===== config.mk =====
export PLATFORM = sky130hd
export DESIGN_NAME = multi_rate_clock_gen
export DESIGN_NICKNAME = d
export VERILOG_FILES = /design/src/rtl/clk_gen_pkg.sv /design/src/rtl/clock_div_channel.sv /design/src/rtl/multi_rate_clock_gen.sv
export SDC_FILE = /design/constraint.sdc
export NUM_CORES = 1
export LEC_CHECK = 0
export ABC_AREA = 1
export CELL_PAD_IN_SITES_DETAIL_PLACEMENT = 1
export CELL_PAD_IN_SITES_GLOBAL_PLACEMENT = 2
export CORE_MARGIN = 8
export CORE_UTILIZATION = 34
export DETAILED_ROUTE_END_ITERATION = 12
export GPL_TIMING_DRIVEN = 0
export PLACE_DENSITY = 0.82
export REMOVE_ABC_BUFFERS = 1
export SETUP_SLACK_MARGIN = 0.5
export SKIP_LAST_GASP = 1
export SYNTH_ARGS = -nofsm -noshare
export SYNTH_HDL_FRONTEND = slang
export SYNTH_SLANG_ARGS = --single-unit

===== constraint.sdc =====
create_clock -name clk -period 11.96 [get_ports clk]
set_clock_uncertainty 0.15 [all_clocks]
set_input_delay 2.99 -clock clk [delete_from_list [all_inputs] [get_ports clk]]
set_output_delay 2.99 -clock clk [all_outputs]
set_load 0.005 [all_outputs]

===== src/rtl/clk_gen_pkg.sv =====
// Shared constants and types for the multi-rate clock generator.
package clk_gen_pkg;

  localparam int unsigned CNT_W_DEFAULT   = 27;
  // 100 MHz system clock divided to a 1 Hz square wave
  localparam int unsigned DEFAULT_DIV_1HZ = 50_000_000;

  typedef enum logic {
    MODE_SQUARE = 1'b0,
    MODE_PULSE  = 1'b1
  } mode_e;

endpackage


===== src/rtl/clock_div_channel.sv =====
// One divider channel: counter, shadow/pending divisor, output mode mux, error flag.
module clock_div_channel
  import clk_gen_pkg::*;
#(
  parameter int unsigned      CNT_W       = CNT_W_DEFAULT,
  parameter logic [CNT_W-1:0] DEFAULT_DIV = CNT_W'(DEFAULT_DIV_1HZ)
) (
  input  logic             clk_i,
  input  logic             rst_i,
  input  logic             en_i,
  input  mode_e            mode_i,
  input  logic             load_i,
  input  logic [CNT_W-1:0] div_value_i,
  input  logic             sync_i,
  output logic             out_o,
  output logic             tick_o,
  output logic             err_o
);

  logic [CNT_W-1:0] cnt_q, cnt_d;
  logic [CNT_W-1:0] act_q, act_d;
  logic [CNT_W-1:0] shd_q, shd_d;
  logic             pend_q, pend_d;
  logic             tog_q, tog_d;
  logic             out_q, out_d;
  logic             tick_q, tick_d;
  logic             err_q, err_d;

  logic [CNT_W-1:0] act_m1;
  logic             at_term;
  logic             valid_load;

  always_comb begin
    act_m1     = act_q - 1'b1;
    // >= rather than == so a divisor swapped in while disabled cannot wrap
    at_term    = (cnt_q >= act_m1);
    valid_load = load_i && (div_value_i != '0);

    cnt_d  = cnt_q;
    act_d  = act_q;
    shd_d  = shd_q;
    pend_d = pend_q;
    tog_d  = tog_q;
    tick_d = 1'b0;
    err_d  = err_q;

    if (load_i) begin
      if (valid_load) begin
        shd_d  = div_value_i;
        pend_d = 1'b1;
        err_d  = 1'b0;
      end else begin
        err_d  = 1'b1;
      end
    end

    if (sync_i) begin
      cnt_d  = '0;
      tog_d  = 1'b0;
      pend_d = 1'b0;
      if (valid_load)  act_d = div_value_i;
      else if (pend_q) act_d = shd_q;
    end else if (en_i) begin
      if (at_term) begin
        cnt_d  = '0;
        tick_d = 1'b1;
        pend_d = 1'b0;
        if (mode_i == MODE_SQUARE) tog_d = ~tog_q;
        if (valid_load)  act_d = div_value_i;
        else if (pend_q) act_d = shd_q;
      end else begin
        cnt_d = cnt_q + 1'b1;
      end
    end else if (pend_q) begin
      // disabled: the older pending value moves in now; a same-cycle load stays pending
      act_d = shd_q;
      if (!valid_load) pend_d = 1'b0;
    end

    if (sync_i)                    out_d = 1'b0;
    else if (mode_i == MODE_PULSE) out_d = tick_d;
    else                           out_d = tog_d;
  end

  always_ff @(posedge clk_i or posedge rst_i) begin
    if (rst_i) begin
      cnt_q  <= '0;
      act_q  <= DEFAULT_DIV;
      shd_q  <= DEFAULT_DIV;
      pend_q <= 1'b0;
      tog_q  <= 1'b0;
      out_q  <= 1'b0;
      tick_q <= 1'b0;
      err_q  <= 1'b0;
    end else begin
      cnt_q  <= cnt_d;
      act_q  <= act_d;
      shd_q  <= shd_d;
      pend_q <= pend_d;
      tog_q  <= tog_d;
      out_q  <= out_d;
      tick_q <= tick_d;
      err_q  <= err_d;
    end
  end

  assign out_o  = out_q;
  assign tick_o = tick_q;
  assign err_o  = err_q;

endmodule


===== src/rtl/multi_rate_clock_gen.sv =====
// Bank of NUM_CH independent runtime-loadable clock dividers sharing sync and div_value.
module multi_rate_clock_gen
  import clk_gen_pkg::*;
#(
  parameter int unsigned NUM_CH      = 4,
  parameter int unsigned CNT_W       = CNT_W_DEFAULT,
  parameter int unsigned DEFAULT_DIV = DEFAULT_DIV_1HZ
) (
  input  logic              clk,
  input  logic              resetSW,
  input  logic [NUM_CH-1:0] en,
  input  logic [NUM_CH-1:0] mode,
  input  logic [NUM_CH-1:0] div_load,
  input  logic [CNT_W-1:0]  div_value,
  input  logic              sync,
  output logic [NUM_CH-1:0] outsignal,
  output logic [NUM_CH-1:0] tick,
  output logic [NUM_CH-1:0] div_err
);

  for (genvar g = 0; g < NUM_CH; g++) begin : g_ch
    clock_div_channel #(
      .CNT_W      (CNT_W),
      .DEFAULT_DIV(CNT_W'(DEFAULT_DIV))
    ) u_ch (
      .clk_i      (clk),
      .rst_i      (resetSW),
      .en_i       (en[g]),
      .mode_i     (mode_e'(mode[g])),
      .load_i     (div_load[g]),
      .div_value_i(div_value),
      .sync_i     (sync),
      .out_o      (outsignal[g]),
      .tick_o     (tick[g]),
      .err_o      (div_err[g])
    );
  end

endmodule


# == Word-level counts from Yosys, hierarchy flattened ==
# Index checks and enable logic that the tools add are counted.
# W data, S select, Z words.
# totals
reg_bits,344
out_inout_bits,12
word_cells,165
# op_classes
add_sub_neg,8
n_lt_le_gt_ge,4
n_eq_ne,4
muxes,100
bitwise_logic,4
n_reduce_logical,13
# ops
cell,n
$mux W27,32
$add A27 B1 Y27 const B,4
$ge A27 B27 Y1,4
$sub A27 B1 Y27 const B,4
$mux W1,68
$reduce_bool A27 Y1,1
$ne A3 B1 Y1 const B,4
$reduce_and A2 Y1,4
$reduce_bool A2 Y1,4
$logic_and A1 B1 Y1,4
$not A1 Y1,4

# == Depth between registers and ports, before layout ==
# Gate-level depths: netlist (run 1).
# logic_depth
word_depth,8
depth_mapped,26

# == Cells and area by module ==
# Synthesis (run 1) repeated with hierarchy kept, for this count alone.
# unflattened
hier_cells,3309
hier_area_um2,23337.4
# by_module_without_submodules
mod,n_inst,cells_each,area_per_inst_um2,seq_area_each_um2
clock_div_channel at g_ch[1].u_ch ...,2,823,5871.9,2182.1
clock_div_channel at g_ch[0].u_ch,1,853,5806.8,2182.1
clock_div_channel at g_ch[3].u_ch,1,810,5786.8,2182.1

# == Worst setup path after synthesis (run 1) ==
# Ideal clock, no wire load.
# synth_path
kind,input to register
from,in div_value[8]
to,reg g_ch[2].u_ch.act_q[0]
setup_time_ps,124
arrival_time_ps,4120
t_required_ps,11686
setup_slack_ps,7567
stages,10
n_path_buf,2
path_cell_list,nor4_1 > nand2_1 > nor2_4 > nand2_4 > nand3_2 > buf_6 > buf_4 > o21ai_0 > nand2_1 > o21ai_1
# synth_via
elab_chain_cells,6
# synth_rtl
element,line_no,text
"start, declared",multi_rate_clock_gen.sv:14,"input logic [CNT_W-1:0] div_value,"
$reduce_bool A27 Y1 *,clock_div_channel.sv:37,valid_load = load_i && (div_value_i != '0);
$logic_and A1 B1 Y1 *,clock_div_channel.sv:37,
$mux W27 *,"clock_div_channel.sv:61, clock_div_channel.sv:69",
$mux W27,clock_div_channel.sv:64,if (at_term) begin
$mux W27,clock_div_channel.sv:63,end else if (en_i) begin
$mux W27 *,clock_div_channel.sv:57,if (sync_i) begin
"end signal, assigned",clock_div_channel.sv:97,act_q <= act_d;
"end, declared",clock_div_channel.sv:21,"logic [CNT_W-1:0] act_q, act_d;"
# Mark *: on every way between the ends. The rest lies on a longest branch, timed or not. The select of a mux whose other input is x is not followed.
# A chain may end at the register's enable or synchronous reset.

# == Worst setup path in the final report (run 1) ==
# layout_path
from,in sync
to,reg g_ch[3].u_ch.cnt_q[5]
# layout_via
elab_chain_cells,1
# layout_rtl
element,line_no,text
"start, declared",multi_rate_clock_gen.sv:15,"input logic sync,"
$mux W27 / $reduce_bool A2 Y1 (equally long branches),n/a,
"end signal, assigned",clock_div_channel.sv:96,cnt_q <= cnt_d;
"end, declared",clock_div_channel.sv:20,"logic [CNT_W-1:0] cnt_q, cnt_d;"
# Several ways; a longest one is shown, not always the timed one.

==> results.ini, run 1 <==
[place]
place_congestion=0.823
dp_cells=3877
dpl.hpwl_um=49300
io_buffer_count=53

[clocking]
post_cts_resized=0
cts_hold_buf=0
clkTransAtPathRegs_ns=0.06
clk_latency_ns=0.58
cts.sinks=344
cts_tree=yes
htreeDepth=2
post-cts-setup-buffers=0
clockBufferDepth=3
cts_made_buffers=44
cts_root_buf=clkbuf_16

[run]
cap_violations=0

[drt]
drtIter0Drc=941
drtPass1Iterations=5
antenna_left=0
post_drt_via_cell_ratio=5.08
totalWireLength_um=69700
drc=0
vias=20119
routedWlPerCell_um=17.6

[worst_hold_path]
hp-class=register to register

[yosys]
syn_area_um2=22700
async_reset_ff_frac=1.00
yosysTopAreaCell=dfrtp_1
postSynthAreaPerCell_um2=7.39
synth_area_leaders=dfrtp_1, nand2_1, dfstp_2
synth_cell_types=51
synth.most_common_cell=nand2_1
synth_seq_cells=344
seq_area_frac_synth=0.384
ys_top_cells_by_count=nand2_1, o21ai_0, inv_1, dfrtp_1, nor2_1
synth_flop_cell=dfrtp_1
synth_cells=3073
synth_warnings=0
synth_edf_count=0
synth_top_area_frac=0.273

[critical_path]
cp.required_ns=12.29
path_buf_inv=3
cpLargestDelayFamily=buffers and inverters
start_kind=input pin
cp_slowest_cell=inv_1
cp-end-kind=register
worst_ep_arrival_time_ns=7.43
crit_fanout=45
path_cells=clkdlybuf4s50_1 > inv_1 > nand2_1 > nor2_4 > inv_2 > o31ai_1
crit_path_max_incr_delay_ns=1.23
criticalPathCategory=input pin to register

[grt]
grt_pass1_wl_um=116000
grt_max_degree=106
grt_pass1_vias=21708
grt_overflow_total=0
antenna_found_initial=1
grtUsageTotal=0.188

[power]
p_int_mw=2.36
p_leak_nw=11.4
power_frac_clock=0.400
p_sw_frac=0.316
p_total_mw=3.45
p_per_area_nw_per_um2=136
p_switching_mw=1.09
peakVddDrop_mv=0.0871
seqPwrFrac=0.409
combPwrFrac=0.191

[sta]
slew_violations=0
max_clock_freq_mhz=141
worst_pin_slew_ns=1.29
hold_violations=0
post-route-period-util=0.594
slew_headroom=0.136
timing.hold.ws_ns=0.329
setup_viol=0
grt_setup_unrepaired=false
fin_crit_ns=7.10

[run_status]
status=finished clean

[cells_and_area]
stdcell_count=3958
fin_nets=3217
layout-drive-gt1-share=0.101
fin_util=0.384
area_delta_synth_final_pct=11.5

[floorplanning]
pin_count=54
die-area_um2=75400
initial_core_util=0.344
die_w_um=275
core_um2=66000
row_count=94
die_h_um=275

==> cell type report <==
cell class	instances	area [um^2]
antenna	1	2.50
timing repair buffer	58	648
multi-input combinational	2273	12100
inverter	338	1280
clock inverter	19	195
clock buffer	61	1290
sequential	344	8730
tap	864	1080
fill	8071	40600
==> final timing paths <==
path / startpoint / endpoint / slack (ns) / cells after the start
worst min register to register: g_ch[3].u_ch.shd_q[22] / g_ch[3].u_ch.shd_q[22] / 0.33 / 2
worst max register to register: g_ch[3].u_ch.act_q[0] / g_ch[3].u_ch.cnt_q[5] / 6.59 / 20
max in group asynchronous: resetSW / g_ch[1].u_ch.pend_q / 7.61 / 4
worst min-delay path: g_ch[3].u_ch.shd_q[22] / g_ch[3].u_ch.shd_q[22] / 0.33 / 2
min in group asynchronous: resetSW / g_ch[0].u_ch.act_q[9] / 2.69 / 2
worst max-delay path: sync / g_ch[3].u_ch.cnt_q[5] / 4.86 / 6
==> sequential cells by signal (all words and copies together), names as in the netlist <==
register,cells
g_ch.u_ch.shd_q,108
g_ch.u_ch.cnt_q,108
g_ch.u_ch.tog_q,4
g_ch.u_ch.act_q,108
g_ch.u_ch.err_o,4
g_ch.u_ch.pend_q,4
g_ch.u_ch.out_o,4
g_ch.u_ch.tick_o,4
==> stage by stage <==
stage / TNS (ns) / cell area, um^2 / worst slack [ns]
after floorplan: -138.35 / 22100 / -0.558
after global placement: -1619.54 / 23700 / -5.91
after detailed placement: 0 / 23800 / 4.24
after CTS: 0 / 25300 / 4.87
after global routing: 0 / 25300 / 4.66
final: 0 / 25300 / 4.86
==> cells in the final DEF (no fill, tap or decap), drive strengths merged, types with 6 or more instances in the layout <==
master	count
nand2	887
xor2	138
a21oi	80
clkdlybuf4s50	53
mux2	14
nor3	56
clkbuf	61
ha	116
inv	337
a21o	10
o22ai	27
nand3	133
o21a	6
o21ai	406
a31oi	11
nor2	278
xnor2	12
nand4	50
dfstp	96
clkinv	16
nor4	20
dfrtp	248
==> power groups by stage <==
| stage | sequential [mW] | combinational (mW) | clock (mW) |
|---|---|---|---|
| 2_1_floorplan | 1.39 | 0.471 | 0 |
| 3_3_place_gp | 1.42 | 0.622 | 0 |
| 3_5_place_dp | 1.43 | 0.666 | 0 |
| 4_1_cts | 1.41 | 0.672 | 1.43 |
| 5_1_grt | 1.43 | 0.767 | 1.47 |
| 6_report | 1.41 | 0.659 | 1.38 |
==> worst register-to-register path, delay by kind of cell (launching register included) <==
family | cells | cell delay, ns
XOR/XNOR | 1 | 0.18
adder cells (fa/ha/maj) | 2 | 0.51
AO/OA/AOI/OAI | 1 | 0.38
AND/OR/NAND/NOR | 13 | 2.74
flip-flops | 1 | 0.38
buffers and inverters | 3 | 0.93
==> metal layers <==
layer,share of wire,up-vias,track usage
met5,0.00019,-,0
met4,0.031,2,0.0579
met3,0.031,100,0.0269
met2,0.46,215,0.323
met1,0.47,9873,0.243
li1,-,9929,-
==> kinds of logic after synthesis <==
group           share of synthesized area
mux                               0.00694
compound gates                      0.127
flops                               0.384
simple gates                        0.277
xor+xnor                           0.0578
buf+inv                            0.0833
fa+ha+maj                          0.0639
Note: power is estimated with default switching activity, not from simulation.
==> run 2: changes to the inputs <==
- clock period: 11.96 -> 6.3 ns (I/O delays scaled with it)
==> run 2 against run 1 <==
Compared with the run above: design area barely moved; first-iteration DRC count fell by 5.5%; clock power rose by 91%; global-route usage did not move; power rose by 90%; sequential share of layout area barely moved; critical path type unchanged; die area did not move; register-to-register slack got worse by 5.3 ns.
==> results.ini, run 2 (synthesized netlist as in run 1, its figures left out) <==
[cells_and_area]
layout_commonest_cell=nand2_1
area_delta_synth_final_pct=11.5
layout-drive-gt1-share=0.101
top_regs=g_ch.u_ch.act_q (108), g_ch.u_ch.cnt_q (108), g_ch.u_ch.shd_q (108)
stdcell_count=3958
fin_nets=3218
layout_common_cells=nand2_1, o21ai_0, inv_1, dfrtp_1, nor2_1
diodes=0

[worst_hold_path]
min_from=g_ch[3].u_ch.shd_q[22]
hp-class=register to register
holdPathEnd=g_ch[3].u_ch.shd_q[22]
holdPathStages=2

[sta]
grt_setup_unrepaired=false
slew_headroom=0.129
setup_viol=0
worst_pin_slew_ns=1.30
timing.hold.ws_ns=0.327
fin_crit_ns=5.36
slew_violations=0
max_clock_freq_mhz=187
post-route-period-util=0.850
hold_violations=0

[critical_path]
worst_ep_arrival_time_ns=5.68
regToRegEndpoint=g_ch[3].u_ch.cnt_q[5]
r2r_start=g_ch[3].u_ch.act_q[0]
worstRegToRegCells=20
start_kind=input pin
cp-end-kind=register
cp.required_ns=6.63
crit_fanout=49
reg2reg_slack_ns=1.27
criticalPathCategory=input pin to register

[clocking]
htreeDepth=2
clk_latency_ns=0.58
cts_root_buf=clkbuf_16
clockBufferDepth=3
cts_made_buffers=44
post-cts-setup-buffers=0
cts_tree=yes
clkTransAtPathRegs_ns=0.06
cts.sinks=344

[power]
combPwrFrac=0.191
p_per_area_nw_per_um2=259
p_switching_mw=2.08
power_frac_clock=0.401
p_int_mw=4.48
peakVddDrop_mv=0.165
p_sw_frac=0.317
p_leak_nw=11.4
seqPwrFrac=0.408

[floorplanning]
die_h_um=275
row_count=94
pin_count=54
die_w_um=275
initial_core_util=0.344
die-area_um2=75400
core_um2=66000

[place]
place_congestion=0.823
dpl.hpwl_um=49300
dp_cells=3877
io_buffer_count=53

[drt]
drc=0
vias=20169
drtPass1Iterations=6
antenna_left=0
totalWireLength_um=70100
post_drt_via_cell_ratio=5.10
routedWlPerCell_um=17.7
drtIter0Drc=889

[run_status]
status=finished clean

[grt]
grt_overflow_total=0
grtUsageTotal=0.188
grt_max_degree=106
antenna_found_initial=1
grt_pass1_wl_um=116000
grt_pass1_vias=21708

[run]
cap_violations=0

## run 2: cell count changes in the layout (fill, tap and decap cells not counted)
cell and delta:
clkinvlp_4 +1, diode_2 -1, inv_1 -1, nor2_1 -1
nor2_2 +2
## run 2: worst max path at each step
stage	start	endpoint
final	sync	g_ch[2].u_ch.act_q[11]
after global routing	sync	g_ch[0].u_ch.act_q[15]
after CTS	sync	g_ch[3].u_ch.cnt_q[5]
after detailed placement	sync	g_ch[3].u_ch.cnt_q[5]
after global placement	resetSW	g_ch[1].u_ch.tick_o
after floorplan	resetSW	g_ch[0].u_ch.act_q[0]
## run 2: layout make-up
| cell class | count | area (um^2) |
|---|---|---|
| Multi-Input combinational cell | 2274 | 12100 |
| Timing Repair Buffer | 58 | 648 |
| Inverter | 338 | 1280 |
| Tap cell | 864 | 1080 |
| Sequential cell | 344 | 8730 |
| Clock buffer | 61 | 1290 |
| Fill cell | 8072 | 40600 |
| Clock inverter | 19 | 195 |
## run 2: power groups by stage
| stage | logic [mW] | registers, mW | clock network [mW] |
|---|---|---|---|
| after global routing | 1.46 | 2.71 | 2.79 |
| after detailed placement | 1.26 | 2.71 | 0 |
| after floorplan | 0.894 | 2.64 | 0 |
| after CTS | 1.28 | 2.68 | 2.71 |
| after global placement | 1.18 | 2.70 | 0 |
| final | 1.25 | 2.68 | 2.63 |
## run 2: per-stage QoR
stage | cell area, um^2 | utilization | worst slack [ns] | power [mW] | setup TNS (ns)
after floorplan | 22100 | - | -4.80 | 3.54 | -1393.39
after global placement | 23700 | 0.359 | -10.16 | 3.88 | -3092.29
after detailed placement | 23800 | 0.361 | -0.00959 | 3.97 | -0.00959
after CTS | 25300 | 0.384 | 0.621 | 6.66 | 0
after global routing | 25300 | 0.384 | 0.634 | 6.96 | 0
final | 25300 | 0.384 | 0.942 | 6.56 | 0
## run 2: worst max-delay path: stages
cell	delay (ns)
clkdlybuf4s50_1	1.27
nor2_2	0.38
inv_1	0.79
nand3_2	0.88
o21ai_0	0.49
nand2_1	0.11
o21ai_1	0.13
## run 2: metal layers
| layer | wire [um] | up-vias | GRT usage |
|---|---|---|---|
| met4 | 2220 | 2 | 0.0579 |
| met1 | 33200 | 9912 | 0.243 |
| met3 | 2120 | 99 | 0.0269 |
| li1 | - | 9935 | - |
| met5 | 13 | - | 0 |
| met2 | 32500 | 221 | 0.323 |
## run 2: repair_timing
action / CTS / global route
endpoints found under the setup margin: 0 / 22
hold buffers: 0 / 0
resized for setup: 0 / 2
